File: src/rtl/bnn_sched_pkg.sv
// -----------------------------------------------------------------------------
// bnn_sched_pkg
// Shared types and constants for the BNN frame scheduler.
//   RES_W             : width of a BNN class result
//   BNN_ERR_CLASS     : class code reported when an inference times out
//   bnn_sched_state_t : scheduler FSM state encoding
// -----------------------------------------------------------------------------
package bnn_sched_pkg;

    localparam int RES_W = 4;

    localparam logic [RES_W-1:0] BNN_ERR_CLASS = 4'hF;

    typedef enum logic [2:0] {
        IDLE        = 3'd0,
        START       = 3'd1,
        WAIT_RESULT = 3'd2,
        CLEAR       = 3'd3,
        DELIVER     = 3'd4
    } bnn_sched_state_t;

endpackage

File: src/rtl/bnn_sched_watchdog.sv
// -----------------------------------------------------------------------------
// bnn_sched_watchdog
// Cycle counter bounding how long the scheduler waits for a BNN result.
// Only instantiated when BNN_SCHED_WATCHDOG_EN is defined.
// Ports:
//   clk, rst_n : clock, asynchronous active-low reset
//   clear      : zero the counter (takes priority over cnt_en)
//   cnt_en     : advance the counter by one
//   expired    : counter has reached TIMEOUT_CYCLES-1
// -----------------------------------------------------------------------------
module bnn_sched_watchdog #(
    parameter int TIMEOUT_CYCLES = 4096
) (
    input  logic clk,
    input  logic rst_n,
    input  logic clear,
    input  logic cnt_en,
    output logic expired
);

    localparam int WD_W = $clog2(TIMEOUT_CYCLES);
    localparam logic [WD_W-1:0] LAST_COUNT = WD_W'(TIMEOUT_CYCLES - 1);

    logic [WD_W-1:0] cnt_reg;

    always_ff @(posedge clk or negedge rst_n) begin
        if (!rst_n) begin
            cnt_reg <= '0;
        end else if (clear) begin
            cnt_reg <= '0;
        end else if (cnt_en) begin
            cnt_reg <= cnt_reg + WD_W'(1);
        end
    end

    assign expired = (cnt_reg == LAST_COUNT);

endmodule

File: src/rtl/bnn_frame_scheduler.sv
// -----------------------------------------------------------------------------
// bnn_frame_scheduler
// Runs one BNN inference per captured frame: waits for a full image buffer,
// strobes bnn_enable, captures the 4-bit class, strobes bnn_clear together
// with img_consumed, then offers the result downstream on res_valid/res_ready.
//
// Build option: BNN_SCHED_WATCHDOG_EN adds a watchdog that aborts a frame
// after TIMEOUT_CYCLES cycles in WAIT_RESULT (res_data=4'hF, res_err=1) and
// counts timeouts. Without it the scheduler waits forever, res_err and
// timeout_count are tied 0.
//
// Ports:
//   clk, rst_n        : clock, asynchronous active-low reset
//   sched_en          : allow new frames to start (never aborts a frame)
//   img_buffer_full   : image buffer holds a complete frame
//   img_consumed      : one-cycle pulse releasing the image buffer
//   bnn_enable        : one-cycle launch strobe to bnn_interface
//   bnn_clear         : one-cycle clear strobe to bnn_interface
//   bnn_result_ready  : bnn_interface result valid
//   bnn_result        : bnn_interface class result
//   res_valid/ready   : downstream result handshake
//   res_data, res_err : class (or 4'hF) and timeout flag
//   busy              : FSM not in IDLE
//   frame_count       : delivered results, wrapping
//   timeout_count     : timeouts, saturating at 255
// -----------------------------------------------------------------------------
module bnn_frame_scheduler
    import bnn_sched_pkg::*;
#(
    parameter int TIMEOUT_CYCLES = 4096,
    parameter int CNT_W          = 16
) (
    input  logic             clk,
    input  logic             rst_n,
    input  logic             sched_en,
    input  logic             img_buffer_full,
    output logic             img_consumed,
    output logic             bnn_enable,
    output logic             bnn_clear,
    input  logic             bnn_result_ready,
    input  logic [RES_W-1:0] bnn_result,
    output logic             res_valid,
    input  logic             res_ready,
    output logic [RES_W-1:0] res_data,
    output logic             res_err,
    output logic             busy,
    output logic [CNT_W-1:0] frame_count,
    output logic [7:0]       timeout_count
);

    bnn_sched_state_t state_reg, state_next;
    logic [RES_W-1:0] res_data_reg, res_data_next;
    logic [CNT_W-1:0] frame_count_reg;
    logic             wd_expired;

    // ---------------------------------------------------------------- FSM
    always_ff @(posedge clk or negedge rst_n) begin
        if (!rst_n) begin
            state_reg    <= IDLE;
            res_data_reg <= '0;
        end else begin
            state_reg    <= state_next;
            res_data_reg <= res_data_next;
        end
    end

    always_comb begin
        state_next    = state_reg;
        res_data_next = res_data_reg;
        case (state_reg)
            IDLE: begin
                if (sched_en && img_buffer_full) begin
                    state_next = START;
                end
            end
            START: begin
                state_next = WAIT_RESULT;
            end
            WAIT_RESULT: begin
                // A result in the same cycle as expiry takes precedence.
                if (bnn_result_ready) begin
                    res_data_next = bnn_result;
                    state_next    = CLEAR;
                end else if (wd_expired) begin
                    res_data_next = BNN_ERR_CLASS;
                    state_next    = CLEAR;
                end
            end
            CLEAR: begin
                state_next = DELIVER;
            end
            DELIVER: begin
                if (res_ready) begin
                    state_next = IDLE;
                end
            end
            default: begin
                state_next = IDLE;
            end
        endcase
    end

    // All strobes are pure state decodes, so each lasts exactly one state.
    assign bnn_enable   = (state_reg == START);
    assign bnn_clear    = (state_reg == CLEAR);
    assign img_consumed = (state_reg == CLEAR);
    assign res_valid    = (state_reg == DELIVER);
    assign busy         = (state_reg != IDLE);
    assign res_data     = res_data_reg;

    // ------------------------------------------------------ frame counter
    always_ff @(posedge clk or negedge rst_n) begin
        if (!rst_n) begin
            frame_count_reg <= '0;
        end else if ((state_reg == DELIVER) && res_ready) begin
            frame_count_reg <= frame_count_reg + CNT_W'(1);
        end
    end

    assign frame_count = frame_count_reg;

    // ------------------------------------------------- watchdog / timeouts
`ifdef BNN_SCHED_WATCHDOG_EN
    logic       res_err_reg;
    logic [7:0] timeout_count_reg;

    bnn_sched_watchdog #(
        .TIMEOUT_CYCLES (TIMEOUT_CYCLES)
    ) u_watchdog (
        .clk     (clk),
        .rst_n   (rst_n),
        .clear   (state_reg == START),
        .cnt_en  ((state_reg == WAIT_RESULT) && !bnn_result_ready && !wd_expired),
        .expired (wd_expired)
    );

    always_ff @(posedge clk or negedge rst_n) begin
        if (!rst_n) begin
            res_err_reg       <= 1'b0;
            timeout_count_reg <= '0;
        end else if (state_reg == WAIT_RESULT) begin
            if (bnn_result_ready) begin
                res_err_reg <= 1'b0;
            end else if (wd_expired) begin
                res_err_reg <= 1'b1;
                if (timeout_count_reg != 8'hFF) begin
                    timeout_count_reg <= timeout_count_reg + 8'd1;
                end
            end
        end
    end

    assign res_err       = res_err_reg;
    assign timeout_count = timeout_count_reg;
`else
    // No watchdog: the timeout branch of the FSM can never be taken.
    logic unused_timeout_cfg;
    assign unused_timeout_cfg = (TIMEOUT_CYCLES > 1);
    assign wd_expired         = 1'b0;
    assign res_err            = 1'b0;
    assign timeout_count      = '0;
`endif

endmodule
File: config.mk
export PLATFORM = sky130hd
export DESIGN_NAME = bnn_frame_scheduler
export DESIGN_NICKNAME = d
export VERILOG_FILES = /design/src/rtl/bnn_sched_pkg.sv /design/src/rtl/bnn_sched_watchdog.sv /design/src/rtl/bnn_frame_scheduler.sv
export SDC_FILE = /design/constraint.sdc
export NUM_CORES = 1
export LEC_CHECK = 0
export BUFFER_PORTS_ARGS = -buffer_cell sky130_fd_sc_hd__buf_2
export CAP_MARGIN = 20
export CORE_MARGIN = 4
export CORE_UTILIZATION = 30
export CTS_CLUSTER_DIAMETER = 150
export DETAILED_ROUTE_END_ITERATION = 8
export PLACE_DENSITY_LB_ADDON = 0.2
export SYNTH_ARGS = -nofsm -noshare
export SYNTH_HDL_FRONTEND = slang
export SYNTH_SLANG_ARGS = --single-unit
File: constraint.sdc
create_clock -name clk -period 4.2 [get_ports clk]
set_input_delay 0.42 -clock clk [delete_from_list [all_inputs] [get_ports clk]]
set_output_delay 0.42 -clock clk [all_outputs]
set_load 0.02 [all_outputs]
**Word-level counts from Yosys, hierarchy flattened**

Index checks and enable logic that the tools add are counted.

- Register bits: 23
- Bits of input ports: 10
- Word-level logic and storage cells: 21

- Reductions and logical operators: 6
- $add $sub $neg: 1
- Multiplexer cells: 4
- Equality and inequality tests: 7

Operators with widths:

| cell | number |
|---|---|
| $add A16 B1 Y16 const B | 1 |
| $pmux W3 S5 | 1 |
| $mux W3 | 3 |
| $eq A3 B2 Y1 const B | 2 |
| $ne A2 B2 Y1 const B | 2 |
| $eq A3 B1 Y1 const B | 1 |
| $eq A3 B3 Y1 const B | 1 |
| $logic_not A3 Y1 | 1 |
| $reduce_and A3 Y1 | 1 |
| $reduce_bool A3 Y1 | 1 |
| $logic_and A1 B1 Y1 | 2 |
| $ne A2 B1 Y1 const B | 1 |
| $reduce_and A2 Y1 | 1 |

**Longest topological paths before layout**

- Word-level depth: 3
- Mapped depth: 5
- Gate-level depth less buffers: 5

**Worst setup path after synthesis**

OpenSTA, ideal clock, no wires.

- Path type: register to register
- From: register frame_count_reg[0], in the netlist frame_count[0]
- To: register frame_count_reg[14], in the netlist frame_count[14]
- Period minus slack after synthesis: 1.639 ns
- Arrival time: 1.509 ns
- Setup slack: 2.561 ns
- Stages on the path, launching flop included: 6
- Data required time: 4.071 ns
- Cell sequence: dfrtp_1 > ha_1 > nand3_1 > nor4_1 > nand4_1 > xnor2_1

- Longest elaborated chain between the ends: 1

RTL lines:

| what | line | source |
|---|---|---|
| start: declaration | bnn_frame_scheduler.sv:53 | `logic [CNT_W-1:0] frame_count_reg;` |
| start signal: assignment | bnn_frame_scheduler.sv:116 | `frame_count_reg <= frame_count_reg + CNT_W'(1);` |
| $add A16 B1 Y16 | bnn_frame_scheduler.sv:116 |  |

Every way passes these cells.
A chain may end at the register's enable or synchronous reset.

**Worst setup path after layout**

- From: register state_reg[1]
- To: output port busy

- Longest elaborated chain between the ends: 1

RTL lines:

| what | line | source |
|---|---|---|
| start: declaration | bnn_frame_scheduler.sv:51 | `bnn_sched_state_t state_reg, state_next;` |
| start signal: assignment | bnn_frame_scheduler.sv:62 | `state_reg <= state_next;` |
| $reduce_bool A3 Y1 | bnn_frame_scheduler.sv:108 | `assign busy = (state_reg != IDLE);` |
| end: declaration | bnn_frame_scheduler.sv:46 | `output logic busy,` |

Every way passes these cells.

==> impl_metrics.json <==
{
  "outcome": "completed",
  "crit_arrival_ns": 1.38,
  "drive_above_1_share": 0.3582,
  "floorplan.initialDensity": 0.3093,
  "worst_r2r_path_depth": 4,
  "largest_reg_flops": 16,
  "path_buf_inv": 1,
  "synth.avg_cell_area_sq_um": 11.32,
  "critPathCaptureType": "output pin",
  "synth_edf_count": 0,
  "grt_overflow": 0,
  "cp_max_fo": 9,
  "via_per_inst": 4.516,
  "place_hpwl_microns": 1726,
  "clk_pin_slew_ns": 0.08,
  "required_ns": 3.78,
  "nNetsFinal": 146,
  "ys_seq_area_frac": 0.5083,
  "area_delta_synth_final_pct": 18.89,
  "period_share": 0.4283,
  "min_period_ns": 1.799,
  "start_kind": "flop",
  "numCtsBuffers": 3,
  "fmax_mhz": 555.9,
  "cts-root-buf": "clkbuf_8",
  "drt-initial-drc-count": 33,
  "wl_per_cell_microns": 12.15,
  "final_common_cell": "buf_2",
  "ys.flop_type": "dfrtp_1",
  "setup_viol": 0,
  "leakage_nw": 0.6920,
  "maxCapViolations": 0,
  "postRouteAntennaNets": 0,
  "die_area_sq_um": 4821,
  "route.detailed.drc": 0,
  "ir_drop_uv": 131.6,
  "synthCells": 100,
  "port_buffers": 34,
  "n_antenna_cell": 0,
  "grt.total_usage": 0.09447,
  "ys_types": 27,
  "htree_num_levels": 1,
  "postCtsHoldBufs": 0,
  "grt_pass1_vias": 826,
  "tightest_slew_ns": 0.5517,
  "die_w_microns": 69.44,
  "max_stage_delay_ns": 0.49,
  "syn_area_sq_um": 1132,
  "clock_skew_ns": 0.008175,
  "cpMaxStageDelayCell": "or3_2",
  "clk_latency_ns": 0.26,
  "vias": 822,
  "min_path_type": "in -> async",
  "cp.depth": 2,
  "worstPathCellList": "or3_2 > buf_2",
  "hold_slack_ns": 0.1273,
  "cts_resized": 0,
  "die_y_microns": 69.44,
  "gp_congestion": 0.7418,
  "slew_viol_final": 0,
  "layout_common_cells": "34 x buf_2, 23 x dfrtp_1, 11 x nand2_1, 10 x xnor2_1, 9 x conb_1",
  "rsz0062_at_grt": "false",
  "max-slew-margin-rel": 0.6294,
  "io-pin-count": 44,
  "hold_violations": 0,
  "grt_first_pass_wirelength_microns": 3739,
  "wirelength_microns": 2212,
  "path_class": "reg -> out",
  "n_fill_cell": 383,
  "num_rows": 22,
  "antenna_found_initial": 0,
  "cts_setup_buffers": 0,
  "core_sq_um": 3661,
  "clock_sinks": 23,
  "first_pass_iters": 4,
  "ys_async_sr_fraction": 1.000,
  "cts_tree": "done",
  "ys_ff_latch": 23,
  "pwr_density_cell_nw_per_um2": 534.9,
  "tns_ns": 0,
  "cp_top_family": "simple AND/OR/NAND/NOR gates",
  "clockBufferDepth": 2,
  "grt_max_degree": 24,
  "yosysWarnings": 0
}
## worst register-to-register path, stage by stage, from the launching register on
cell	delay, ns
dfrtp_1	0.47
nand4bb_4	0.30
or4_4	0.60
nor2_2	0.13
xor2_1	0.15
## per-layer routing
metal  track usage  wire length, microns
met2        0.1610                  1129
met3       0.02029                   107
met5             0                     0
met1        0.1147                   945
met4       0.03905                    29
## power breakdown
part           leakage (nW)  internal [mW]  switching [mW]  total [mW]
clock                0.0228         0.0675          0.0670       0.135
combinational         0.368          0.113           0.141       0.254
sequential            0.301          0.268          0.0628       0.331
total                 0.692          0.449           0.271       0.720
## synthesized netlist by cell type (all sizes together), types with 2 or more instances
library cell,count,area share
nand4,7,0.039
buf,12,0.081
xnor2,10,0.077
nand2,11,0.036
nor2,6,0.024
nor3,3,0.013
xor2,6,0.046
dfrtp,23,0.51
mux2,4,0.040
inv,2,0.0066
nand3,2,0.0088
nor3b,2,0.013
## path summary, 6_finish.rpt
kind	endpoint	slack, ns	startpoint
worst max-delay path	busy	2.40	state_reg[1]$_DFFE_PN0P_
worst min-delay path	frame_count[10]$_DFFE_PN0P_	0.13	rst_n
worst max register to register	frame_count[15]$_DFFE_PN0P_	2.47	state_reg[0]$_DFFE_PN0P_
worst min register to register	frame_count[15]$_DFFE_PN0P_	0.46	frame_count[15]$_DFFE_PN0P_
max in group asynchronous	res_data[0]$_DFFE_PN0P_	3.72	rst_n
min in group clk	res_data[0]$_DFFE_PN0P_	0.40	bnn_result[0]
## per-stage QoR
stage / std cells / util / setup slack [ns] / cell area (sq um) / power [mW]
2_1_floorplan: 108 / - / 2.561 / 1162 / 0.5281
3_3_place_gp: 178 / 0.3554 / 2.494 / 1301 / 0.5871
3_5_place_dp: 178 / 0.3554 / 2.481 / 1301 / 0.5953
4_1_cts: 182 / 0.3677 / 2.382 / 1346 / 0.7321
5_1_grt: 182 / 0.3677 / 2.297 / 1346 / 0.7667
6_report: 182 / 0.3677 / 2.401 / 1346 / 0.7201
## cell type report
type | instances | area [sq um] | share of cell area
Clock buffer | 4 | 45.04 | 0.03346
Inverter | 2 | 7.507 | 0.005576
Multi-Input combinational cell | 71 | 488.0 | 0.3625
Sequential cell | 23 | 575.6 | 0.4275
Tap cell | 48 | 60.06 | 0.04461
Timing Repair Buffer | 34 | 170.2 | 0.1264
## cells by family (layout without fill, tap and decap cells)
group | count (synthesis) | after routing | share of synthesized area
adder cells (fa/ha/maj) | 1 | 1 | 0.01105
multiplexers | 4 | 4 | 0.03978
buffers and inverters | 14 | 40 | 0.08729
AND/OR/NAND/NOR | 39 | 39 | 0.2133
XOR/XNOR | 16 | 16 | 0.1238
flip-flops | 23 | 23 | 0.5083
other | 1 | 9 | 0.003312
AO/OA/AOI/OAI | 2 | 2 | 0.01326
(Power assumes the default switching activity.)
